===== config.mk =====
export PLATFORM = sky130hd
export DESIGN_NAME = clk_freq_counter
export DESIGN_NICKNAME = d
export VERILOG_FILES = /design/src/rtl/clk_freq_pkg.sv /design/src/rtl/pps_sync_edge.sv /design/src/rtl/clk_freq_counter.sv
export SDC_FILE = /design/constraint.sdc
export NUM_CORES = 1
export LEC_CHECK = 0
export ABC_AREA = 1
export BUFFER_PORTS_ARGS = -buffer_cell sky130_fd_sc_hd__clkbuf_2
export CELL_PAD_IN_SITES_DETAIL_PLACEMENT = 0
export CELL_PAD_IN_SITES_GLOBAL_PLACEMENT = 1
export CORE_MARGIN = 2
export CORE_UTILIZATION = 30
export CTS_CLUSTER_SIZE = 14
export DETAILED_ROUTE_END_ITERATION = 10
export GPL_TIMING_DRIVEN = 1
export PLACE_DENSITY_LB_ADDON = 0.1
export SYNTH_ARGS = -nofsm -noshare
export SYNTH_HDL_FRONTEND = slang
export SYNTH_SLANG_ARGS = --single-unit

===== constraint.sdc =====
create_clock -name user_clk -period 2.3 [get_ports user_clk]
set_input_delay 0.345 -clock user_clk [delete_from_list [all_inputs] [get_ports user_clk]]
set_output_delay 0.345 -clock user_clk [all_outputs]
set_load 0.01 [all_outputs]

===== src/rtl/clk_freq_pkg.sv =====
// Shared definitions for the user_clk frequency counter: FSM encoding and
// result-width constants.
package clk_freq_pkg;

  localparam int RESULT_W = 32;
  localparam logic [RESULT_W-1:0] CNT_MAX = '1;

  typedef enum logic [1:0] {
    IDLE  = 2'd0,
    ARM   = 2'd1,
    COUNT = 2'd2
  } state_t;

endpackage


===== src/rtl/pps_sync_edge.sv =====
// Synchronizes the asynchronous pps_in into user_clk and emits a one-cycle
// pulse on each synchronized rising edge.
module pps_sync_edge #(
  parameter int C_SYNC_STAGES = 2
) (
  input  logic user_clk,
  input  logic user_rst_n,
  input  logic async_in,
  output logic edge_out
);

  logic [C_SYNC_STAGES-1:0] sync_reg;
  logic                     prev_reg;

  generate
    for (genvar gi = 0; gi < C_SYNC_STAGES; gi++) begin : g_sync
      if (gi == 0) begin : g_first
        always_ff @(posedge user_clk or negedge user_rst_n) begin
          if (!user_rst_n) sync_reg[gi] <= 1'b0;
          else             sync_reg[gi] <= async_in;
        end
      end else begin : g_chain
        always_ff @(posedge user_clk or negedge user_rst_n) begin
          if (!user_rst_n) sync_reg[gi] <= 1'b0;
          else             sync_reg[gi] <= sync_reg[gi-1];
        end
      end
    end
  endgenerate

  always_ff @(posedge user_clk or negedge user_rst_n) begin
    if (!user_rst_n) prev_reg <= 1'b0;
    else             prev_reg <= sync_reg[C_SYNC_STAGES-1];
  end

  assign edge_out = sync_reg[C_SYNC_STAGES-1] & ~prev_reg;

endmodule


===== src/rtl/clk_freq_counter.sv =====
// Counts user_clk cycles between accepted 1PPS edges and publishes the period.
// Optional no-edge timeout is enabled by defining CLK_FREQ_TIMEOUT_EN.
module clk_freq_counter
  import clk_freq_pkg::*;
#(
  parameter int                     C_CNT_WIDTH      = RESULT_W,
  parameter int                     C_SYNC_STAGES    = 2,
  parameter logic [C_CNT_WIDTH-1:0] C_MIN_PERIOD     = 32'd1000,
  parameter logic [C_CNT_WIDTH-1:0] C_TIMEOUT_CYCLES = 32'd400000000
) (
  input  logic                   user_clk,
  input  logic                   user_rst_n,
  input  logic                   pps_in,
  input  logic                   enable,
  output logic [C_CNT_WIDTH-1:0] user_data_out,
  output logic                   meas_strobe,
  output logic                   valid,
  output logic                   overflow,
  output logic                   pps_missing
);

  localparam logic [C_CNT_WIDTH-1:0] CNT_ONE = C_CNT_WIDTH'(1);

  logic                   pps_edge;
  state_t                 state_reg, state_next;
  logic [C_CNT_WIDTH-1:0] cnt_reg, cnt_next;
  logic [C_CNT_WIDTH-1:0] data_reg, data_next;
  logic                   ovf_reg, ovf_next;
  logic                   valid_reg, valid_next;
  logic                   strobe_reg, strobe_next;
  logic                   missing_reg, missing_next;

  pps_sync_edge #(
    .C_SYNC_STAGES(C_SYNC_STAGES)
  ) u_sync (
    .user_clk  (user_clk),
    .user_rst_n(user_rst_n),
    .async_in  (pps_in),
    .edge_out  (pps_edge)
  );

  always_ff @(posedge user_clk or negedge user_rst_n) begin
    if (!user_rst_n) begin
      state_reg   <= IDLE;
      cnt_reg     <= '0;
      data_reg    <= '0;
      ovf_reg     <= 1'b0;
      valid_reg   <= 1'b0;
      strobe_reg  <= 1'b0;
      missing_reg <= 1'b0;
    end else begin
      state_reg   <= state_next;
      cnt_reg     <= cnt_next;
      data_reg    <= data_next;
      ovf_reg     <= ovf_next;
      valid_reg   <= valid_next;
      strobe_reg  <= strobe_next;
      missing_reg <= missing_next;
    end
  end

  always_comb begin
    state_next   = state_reg;
    cnt_next     = cnt_reg;
    data_next    = data_reg;
    ovf_next     = ovf_reg;
    valid_next   = valid_reg;
    strobe_next  = 1'b0;
    missing_next = missing_reg;
    // Dropping enable overrides everything, including a coincident edge.
    if (!enable) begin
      state_next   = IDLE;
      cnt_next     = '0;
      valid_next   = 1'b0;
      missing_next = 1'b0;
    end else begin
      case (state_reg)
        IDLE: begin
          cnt_next   = '0;
          state_next = ARM;
        end
        ARM: begin
          if (pps_edge) begin
            cnt_next   = CNT_ONE;
            state_next = COUNT;
          end
        end
        COUNT: begin
          if (pps_edge && (cnt_reg >= C_MIN_PERIOD)) begin
            data_next    = cnt_reg;
            ovf_next     = (cnt_reg == CNT_MAX);
            valid_next   = 1'b1;
            strobe_next  = 1'b1;
            missing_next = 1'b0;
            cnt_next     = CNT_ONE;
          end else begin
            if (cnt_reg != CNT_MAX) cnt_next = cnt_reg + CNT_ONE;
`ifdef CLK_FREQ_TIMEOUT_EN
            if (cnt_reg == C_TIMEOUT_CYCLES) begin
              missing_next = 1'b1;
              valid_next   = 1'b0;
              data_next    = '0;
              cnt_next     = '0;
              state_next   = ARM;
            end
`endif
          end
        end
        default: begin
          cnt_next   = '0;
          state_next = IDLE;
        end
      endcase
    end
  end

  assign user_data_out = data_reg;
  assign meas_strobe   = strobe_reg;
  assign valid         = valid_reg;
  assign overflow      = ovf_reg;
`ifdef CLK_FREQ_TIMEOUT_EN
  assign pps_missing   = missing_reg;
`else
  // Without the timeout there is nothing that can set the flag.
  assign pps_missing   = 1'b0;
`endif

endmodule


Word level (Yosys, flattened, before mapping)

Index checks and enable logic that the tools add are counted.

Flip-flop bits (word level): 72
Output and inout port bits: 36
Logic and storage cells: 42
Input bits: 4

Bitwise logic cells: 2
Reduce and logical (&&, ||, !) cells: 6
Equality and inequality tests: 9
Muxes and demuxes: 14
$lt $le $gt $ge: 1
Add/subtract/negate cells: 1

Operator list:

| operator                                                            | count |
|---|---|
| two-way mux 32 bit                                                  | 4 |
| case mux 32 bit (2 select lines)                                    | 1 |
| adder 32 x 1 -> 32 bit, second input constant                       | 1 |
| == test 32 bit, second input constant                               | 1 |
| greater-or-equal comparator 32 x 10 -> 1 bit, second input constant | 1 |
| inequality test 32 bit, second input constant                       | 1 |
| two-way mux 1 bit                                                   | 6 |
| case mux 2 bit (3 select lines)                                     | 1 |
| AND reduction 2 bit                                                 | 3 |
| two-way mux 2 bit                                                   | 2 |
| inequality test 2 x 1 -> 1 bit, second input constant               | 2 |
| inequality test 4 bit, second input constant                        | 1 |
| inequality test 3 bit, second input constant                        | 1 |
| AND reduction 3 bit                                                 | 1 |
| == test 2 x 1 -> 1 bit, second input constant                       | 1 |
| == test 2 bit, second input constant                                | 1 |
| zero test 2 bit                                                     | 1 |
| inequality test 2 bit, second input constant                        | 1 |
| AND 1 bit                                                           | 1 |
| logical AND 1 bit                                                   | 1 |
| NOT 1 bit                                                           | 1 |

Longest topological paths before layout

Gate-level depths: netlist (run 1).

Depth in word-level cells: 6
Mapped depth: 12
Mapped depth without buffers: 11

Hierarchy

A second synthesis (run 1) with hierarchy kept.

Cell total of the unflattened synthesis: 608
Area, all modules: 4296.6 sq um

By module, submodules not included:

| module           | times used | area an instance (sq um) | sequential area each (sq um) | cells each |
|---|---|---|---|---|
| clk_freq_counter | 1          | 4211.5                   | 1726.7                       | 603 |
| pps_sync_edge    | 1          | 85.1                     | 75.1                         | 5 |

Worst setup path before layout (run 1)

No wires, ideal clock.

Path kind: flip-flop to flip-flop
Start: register cnt_reg[0]
End: register cnt_reg[22]
Data arrival time: 1776 ps
Cell stages (with the launch flop): 13
Path slack: 406 ps
Data required time: 2182 ps
Clock period less this slack: 1894 ps
Path through: dfrtp_1 -> ha_1 -> nand2_2 -> nor2_8 -> nand2_4 -> nor2_4 -> nand2_1 -> o21ai_1 -> nand2_2 -> buf_6 -> buf_6 -> nand3_1 -> nand2_1

Longest elaborated chain between the ends: 5

Ends and longest elaborated chain:

| element                                                                                       | line                                           | text |
|---|---|---|
| from (decl)                                                                                   | clk_freq_counter.sv:26                         | `logic [C_CNT_WIDTH-1:0] cnt_reg, cnt_next;` |
| from (signal assigned)                                                                        | clk_freq_counter.sv:53                         | `cnt_reg <= cnt_next;` |
| adder 32 x 1 -> 32 bit / greater-or-equal comparator 32 x 10 -> 1 bit (equally long branches) | clk_freq_counter.sv:97, clk_freq_counter.sv:89 |  |
| two-way mux 32 bit / logical AND 1 bit (equally long branches)                                | clk_freq_counter.sv:97, clk_freq_counter.sv:89 |  |
| two-way mux 32 bit                                                                            | clk_freq_counter.sv:89                         | `if (pps_edge && (cnt_reg >= C_MIN_PERIOD)) begin` |
| case mux 32 bit (2 select lines)                                                              | clk_freq_counter.sv:77                         | `case (state_reg)` |
| two-way mux 32 bit                                                                            | clk_freq_counter.sv:71                         | `if (!enable) begin` |

Several ways; a longest one is shown, not always the timed one. The select of a mux whose other input is x is not followed.
A chain may end at the register's enable or synchronous reset.

Worst setup path after layout (run 1)

Start: register cnt_reg[0]
End: register cnt_reg[5]

Same word-level chain as after synthesis.

==> metrics.md, run 1 <==
| Metric | Value |
|---|---|
| Ys async rst share | `100%` |
| DPL Wire Length | `~10 mm` |
| Clock Skew | `6.74 ps` |
| Std cell rows | `43` |
| Delay of the slowest critical-path stage | `between 400 and 500 ps` |
| Core area | `0.0137 sq mm` |
| Finished Layout Cells | `838` |
| Synthesized area | `0.00417 sq mm` |
| Design area | `slightly above 0.005 sq mm` |
| Initial Util | `30.4%` |
| Maximum clock path buffer count | `2` |
| Die Height | `122 um` |
| Final RePlAce weighted congestion | `0.882` |
| Slew at the pin with the worst max-slew slack | `roughly 530 ps` |
| Final Setup Violations | `0` |
| Crit-path cells | `ha_1 -> nand2_2 -> nor2_8 -> nand2_4 -> nor2_4 -> nand2_1 -> o21ai_1 -> nand2_2 -> buf_4 -> nand2_1 -> o21ai_0` |
| Worst vdd ir | `0.428 mV` |
| Tmin final | `2060 ps` |
| EDFF count, synth | `0` |
| TritonRoute pass-1 iters | `5` |
| Vias/cell | `4.78` |
| Status | `finished, final reports clean` |
| CP endpoint kind | `flop` |
| Highest Clock Rate | `485 MHz` |
| Final #Nets | `663` |
| Max-slew violations | `0` |
| Sequential element share of the synthesized area | `43.3%` |
| Ports | `40` |
| Netlist cell types | `26` |
| Clk pin slew, worst setup/hold paths | `approximately 60 ps` |
| DR WL/cell | `around 16 um` |
| CP startpoint kind | `flop` |
| Post-Syn Nets | `609` |
| Clk sinks | `72` |
| Crit path arrival time | `2280 ps` |
| Leading register cell type out of synthesis | `dfrtp_1` |
| Count leader, synth | `nand2_1` |
| Routed via count | `4006` |
| Power per cell area | `680 mW/mm^2` |
| Area contributors post-synth | `dfrtp_1, nand2_1, nor2_1` |
| Yosys reg bits | `72` |
| Hold Slack | `roughly 100 ps` |
| Largest net degree at the start of global routing | `40` |
| Synth warn | `0` |
| Yosys top cell by area | `dfrtp_1` |
| Crit Path Category | `flop to flop` |
| Tcrit/Tclk final | `89.6%` |
| Antenna diodes | `0` |
| Placement-stage cell area | `0.00472 sq mm` |
| Gate Count Post-Synth | `599` |
| CTS Buf Count | `9` |
| Endpoints failing hold | `0` |
| Static Leakage | `0.00242 uW` |
| Initial antenna violation count | `0` |
| R2r worst-path depth | `11` |
| Vias in the first global route | `3874` |
| First-pass GRT wire length | `21.9 mm` |
| Worst Path Required | `2520 ps` |
| Area Overhead vs Synth | `21.7%` |
| Synth top cells by count | `nand2_1, nor2_1, dfrtp_1` |
| Cells after DPL | `around 820` |
| CTS tree | `done` |
| GR Overflow Total | `0` |
| Drt drc | `0` |
| RSZ-0062 raised after global routing | `false` |
| DR iter-0 viols | `218` |
| Worst Hold Depth | `1` |
| Wire length after detailed routing | `around 14 mm` |
| Clk root buf | `clkbuf_16` |
| CTS resizes | `0` |
| Synth top area share | `between 40% and 50%` |
| Layout cells sized above 1 | `about 15%` |
| GR Util All Layers | `20.0%` |
| Post-DRT Antenna Nets | `0` |
| Post-route setup TNS | `0 ps` |
| Final Util | `36.9%` |
| Worst-path fanout max | `39` |
| Die width | `~120 um` |
| Htree depth | `3` |
| Later-pin clock latency in the skew report | `350 ps` |
| Worst hold path class | `input pin to flop` |
| Syn Area/Cell | `6.95 sq um` |
| Die area | `0.0148 sq mm` |
| Port bufs | `38` |
| Crit-path slowest cell | `dfrtp_1` |
| Rel. slew slack | `64.6%` |
| Max Cap Viol | `0` |
==> worst paths after layout <==
path                                         start            endpoint  slack, ps
worst max register to register          cnt_reg[0]          cnt_reg[5]        240
worst min-delay path                        pps_in  u_sync.sync_reg[0]        100
min in group asynchronous               user_rst_n    user_data_out[9]        520
max in group asynchronous               user_rst_n         cnt_reg[18]       1180
worst min register to register  u_sync.sync_reg[0]  u_sync.sync_reg[1]        360
worst max-delay path                    cnt_reg[0]          cnt_reg[5]        240
==> cell families (layout without fill, tap and decap cells) <==
| logic type | Yosys count | in the layout | share of synthesized area [%] |
|---|---|---|---|
| AO/OA/AOI/OAI | 50 | 50 | 6.16 |
| other | 1 | 1 | 0.0900 |
| AND/OR/NAND/NOR | 384 | 384 | 39.0 |
| adder cells (fa/ha/maj) | 6 | 6 | 1.80 |
| flip-flops | 72 | 72 | 43.3 |
| buffers and inverters | 77 | 136 | 7.84 |
| XOR/XNOR | 9 | 9 | 1.89 |
==> report_power, final <==
| group | switching, uW | total (uW) | leakage (uW) | internal (uW) |
|---|---|---|---|---|
| Sequential | 19.1 | 1310 | 0.000997 | 1290 |
| Combinational | 397 | 537 | 0.00125 | 139 |
| Clock | 551 | 1600 | 0.000169 | 1050 |
| Total | 967 | 3450 | 0.00242 | 2480 |
==> layer usage <==
layer,vias up,routed length [um],global-route usage (%)
met2,85,5910,29.7
met4,0,400,9.05
li1,2009,-,-
met5,-,0,0
met3,21,513,2.39
met1,1891,6900,29.1
==> cells in the final DEF (no fill, tap or decap), types with 2 or more instances in the layout <==
| cell type | n |
|---|---|
| buf_12 | 4 |
| buf_4 | 27 |
| bufinv_16 | 3 |
| clkbuf_16 | 9 |
| clkbuf_2 | 37 |
| clkinv_2 | 4 |
| dfrtp_1 | 72 |
| ha_1 | 6 |
| inv_1 | 47 |
| inv_2 | 4 |
| nand2_1 | 205 |
| nand2_2 | 2 |
| nand3_1 | 44 |
| nand4_1 | 29 |
| nor2_1 | 94 |
| nor2_2 | 2 |
| nor2_4 | 2 |
| nor3_1 | 4 |
| o21ai_0 | 46 |
| xor2_1 | 9 |
==> per-stage QoR <==
stage                     total power [uW]  setup WS (ps)
after CTS                             3480            244
final                                 3450            239
after global placement                1860            292
after floorplan                       1620            406
after detailed placement              1860            266
after global routing                  3590           54.3
==> final cells by class <==
type	count	area, sq um
multi-input combinational	450	2040
inverter	51	191
fill	1509	8650
clock buffer	9	225
tap	180	225
clock inverter	7	110
sequential	72	1800
timing repair buffer	69	478
==> worst max-delay path: cells and delay by family, from the launching register on <==
kind	cells	cell delay (ps)
AND/OR/NAND/NOR	7	730
buffers and inverters	1	260
flip-flops	1	450
adder cells (fa/ha/maj)	1	220
AO/OA/AOI/OAI	2	260
==> timing repair <==
action,CTS,global route
hold endpoints to repair,32,0
buffers inserted,0,0
hold buffers,1,0
Power figures use the tool's default switching activity.
==> run 2: changes to the inputs <==
--- a/config.mk
+++ b/config.mk
@@ -15,6 +15,7 @@
 export DETAILED_ROUTE_END_ITERATION = 10
 export GPL_TIMING_DRIVEN = 1
 export PLACE_DENSITY_LB_ADDON = 0.1
+export RECOVER_POWER = 25
 export SYNTH_ARGS = -nofsm -noshare
 export SYNTH_HDL_FRONTEND = slang
 export SYNTH_SLANG_ARGS = --single-unit
==> run 2 against run 1 <==
Net effect: via count rose by 0.12%; non-clock buffer count did not move; maximum frequency barely moved; clock power barely moved; core utilization fell by 0.055 points; design area fell by 0.15%; worst setup slack got worse by 2.0 ps; cell count did not move; sequential power barely moved; critical path type unchanged; largest power group unchanged.
==> metrics.md, run 2 (synthesis results as in run 1) <==
| Metric | Value |
|---|---|
| Status | `finished, final reports clean` |
| Layout cells sized above 1 | `14.1% (-0.61 points)` |
| Crit-path slowest cell | `dfrtp_1` |
| Placement-stage cell area | `0.00472 sq mm (unchanged)` |
| Die width | `122 um (unchanged)` |
| CP startpoint kind | `flop` |
| Tmin final | `2060 ps (+2.05 ps)` |
| DPL Wire Length | `10.4 mm (unchanged)` |
| Clk sinks | `72 (unchanged)` |
| Area Overhead vs Synth | `21.5%` |
| Final RePlAce weighted congestion | `0.882 (unchanged)` |
| Vias in the first global route | `3874 (unchanged)` |
| Drt drc | `0 (unchanged)` |
| Clk root buf | `clkbuf_16` |
| Crit Path Category | `flop to flop` |
| Vias/cell | `4.79 (+0.12%)` |
| CTS Buf Count | `9 (unchanged)` |
| Layout fillers | `1511 (+0.13%)` |
| Highest Clock Rate | `485 MHz (about the same)` |
| Core area | `0.0137 sq mm (unchanged)` |
| Finished Layout Cells | `838 (unchanged)` |
| CTS tree | `done` |
| Htree depth | `3 (unchanged)` |
| Top delay family on crit path | `simple AND/OR/NAND/NOR gates` |
| Post-CTS Setup Repair Bufs | `0 (unchanged)` |
| Design area | `0.00506 sq mm (-0.15%)` |
| Post-DRT Antenna Nets | `0 (unchanged)` |
| Routed via count | `4011 (+0.12%)` |
| Net Sw Power | `969 uW (+0.15%)` |
| Wire length after detailed routing | `13.8 mm (+0.17%)` |
| Maximum clock path buffer count | `2 (unchanged)` |
| CP endpoint kind | `flop` |
| Worst Path Required | `2520 ps (about the same)` |
| First-pass GRT wire length | `21.9 mm (unchanged)` |
| Initial antenna violation count | `0 (unchanged)` |
| Slew at the pin with the worst max-slew slack | `1030 ps (+500 ps)` |
| RSZ-0062 raised after global routing | `false` |
| Initial Util | `30.4% (unchanged)` |
| Static Leakage | `0.00240 uW (-0.60%)` |
| DR WL/cell | `16.4 um (+0.17%)` |
| Most frequent cells in the layout | `nand2_1, nor2_1, dfrtp_1, inv_1, o21ai_0` |
| Worst-path fanout max | `39 (unchanged)` |
| Die Height | `122 um (unchanged)` |
| Tcrit/Tclk final | `89.7% (about the same)` |
| Port bufs | `38 (unchanged)` |
| Endpoints failing hold | `0 (unchanged)` |
| Max Cap Viol | `0 (unchanged)` |
| Power per cell area | `681 mW/mm^2 (+0.18%)` |
| DR iter-0 viols | `214 (-1.8%)` |
| Antenna diodes | `0 (unchanged)` |
| Pint | `2480 uW (about the same)` |
| Final Setup Violations | `0 (unchanged)` |
| Max-slew violations | `0 (unchanged)` |
| Std cell rows | `43 (unchanged)` |
| GR Overflow Total | `0 (unchanged)` |
| Rel. slew slack | `31.2% (-33 points)` |
| Most common cell after layout, fill and taps aside | `nand2_1` |
| Worst hold path class | `input pin to flop` |
| Switching share of power | `28.1% (+0.033 points)` |
| Met1 Use GR | `29.1% (unchanged)` |
| Delay of the slowest critical-path stage | `450 ps (about the same)` |
| GR peak layer | `met2` |
| Worst Path Buf+Inv | `1 (unchanged)` |
| Later-pin clock latency in the skew report | `350 ps (about the same)` |
| Clk pin slew, worst setup/hold paths | `60 ps (about the same)` |
| TritonRoute pass-1 iters | `5 (unchanged)` |
| Die area | `0.0148 sq mm (unchanged)` |
| Crit-path cells | `ha_1 -> nand2_2 -> nor2_8 -> nand2_4 -> nor2_4 -> nand2_1 -> o21ai_1 -> nand2_2 -> buf_4 -> nand2_1 -> o21ai_0` |
| Clock share of power | `46.5% (about the same)` |
| Crit path arrival time | `2280 ps (about the same)` |
| Post-route setup TNS | `0 ps (unchanged)` |
| Cells after DPL | `821 (unchanged)` |
| GR Util All Layers | `20.0% (unchanged)` |
| Clock Skew | `6.69 ps (-0.0509 ps)` |
| Gate power share | `15.6% (about the same)` |
| Ports | `40 (unchanged)` |
| GRT met2 Usage | `29.7% (unchanged)` |
| Worst vdd ir | `0.429 mV (+0.27%)` |
| Largest net degree at the start of global routing | `40 (unchanged)` |
| Final #Nets | `663 (unchanged)` |
| Flop pwr share | `38.0% (about the same)` |
| M3 GR Usage | `2.39% (unchanged)` |
==> run 2: power by group through the flow <==
stage	Combinational (uW)	Clock [uW]	Sequential [uW]
floorplan	291	0	1330
global placement	526	0	1330
detailed placement	529	0	1330
CTS	534	1640	1310
global route	587	1690	1310
finish	537	1600	1310
==> run 2: area by class of cell <==
cell class                      count  area, sq um  area share, %
Tap cell                          180          225           4.45
Multi-Input combinational cell    450         2040           40.2
Sequential cell                    72         1800           35.6
Clock inverter                      7          110           2.18
Clock buffer                        9          225           4.45
Inverter                           51          191           3.78
Timing Repair Buffer               69          470           9.30
==> run 2: timing repair <==
| item | 4_1_cts | 5_1_grt |
|---|---|---|
| hold buffers | 1 | 0 |
| gates resized for setup | 0 | 0 |
| hold endpoints to repair | 32 | 0 |
| endpoints found under the setup margin | 0 | 0 |
==> run 2: worst paths after layout <==
| kind | from | end | slack, ps | cells after the start |
|---|---|---|---|---|
| setup / recovery | cnt_reg[0] | cnt_reg[5] | 240 | 11 |
| hold / removal | pps_in | u_sync.sync_reg[0] | 100 | 1 |
| setup reg to reg | cnt_reg[0] | cnt_reg[5] | 240 | 11 |
| hold reg to reg | u_sync.sync_reg[0] | u_sync.sync_reg[1] | 360 | 0 |
| max in group asynchronous | user_rst_n | cnt_reg[18] | 840 | 3 |
| min in group asynchronous | user_rst_n | user_data_out[9] | 720 | 2 |
==> run 2: per-stage QoR <==
step           setup WS [ps]  util (%)  power, uW  hold slack, ps
6_report                 237      36.9       3450             101
5_1_grt                 54.3      36.9       3590            99.5
4_1_cts                  244      36.9       3480            93.0
3_5_place_dp             266      34.4       1860             339
3_3_place_gp             292      34.4       1860             349
2_1_floorplan            406         -       1620            49.4
==> run 2: routing by layer <==
metal / share of wire, % / wire, um / vias to the layer above
li1: - / - / 2009
met1: 50 / 6930 / 1893
met2: 43 / 5910 / 88
met3: 3.7 / 508 / 21
met4: 2.9 / 400 / 0
met5: 0 / 0 / -
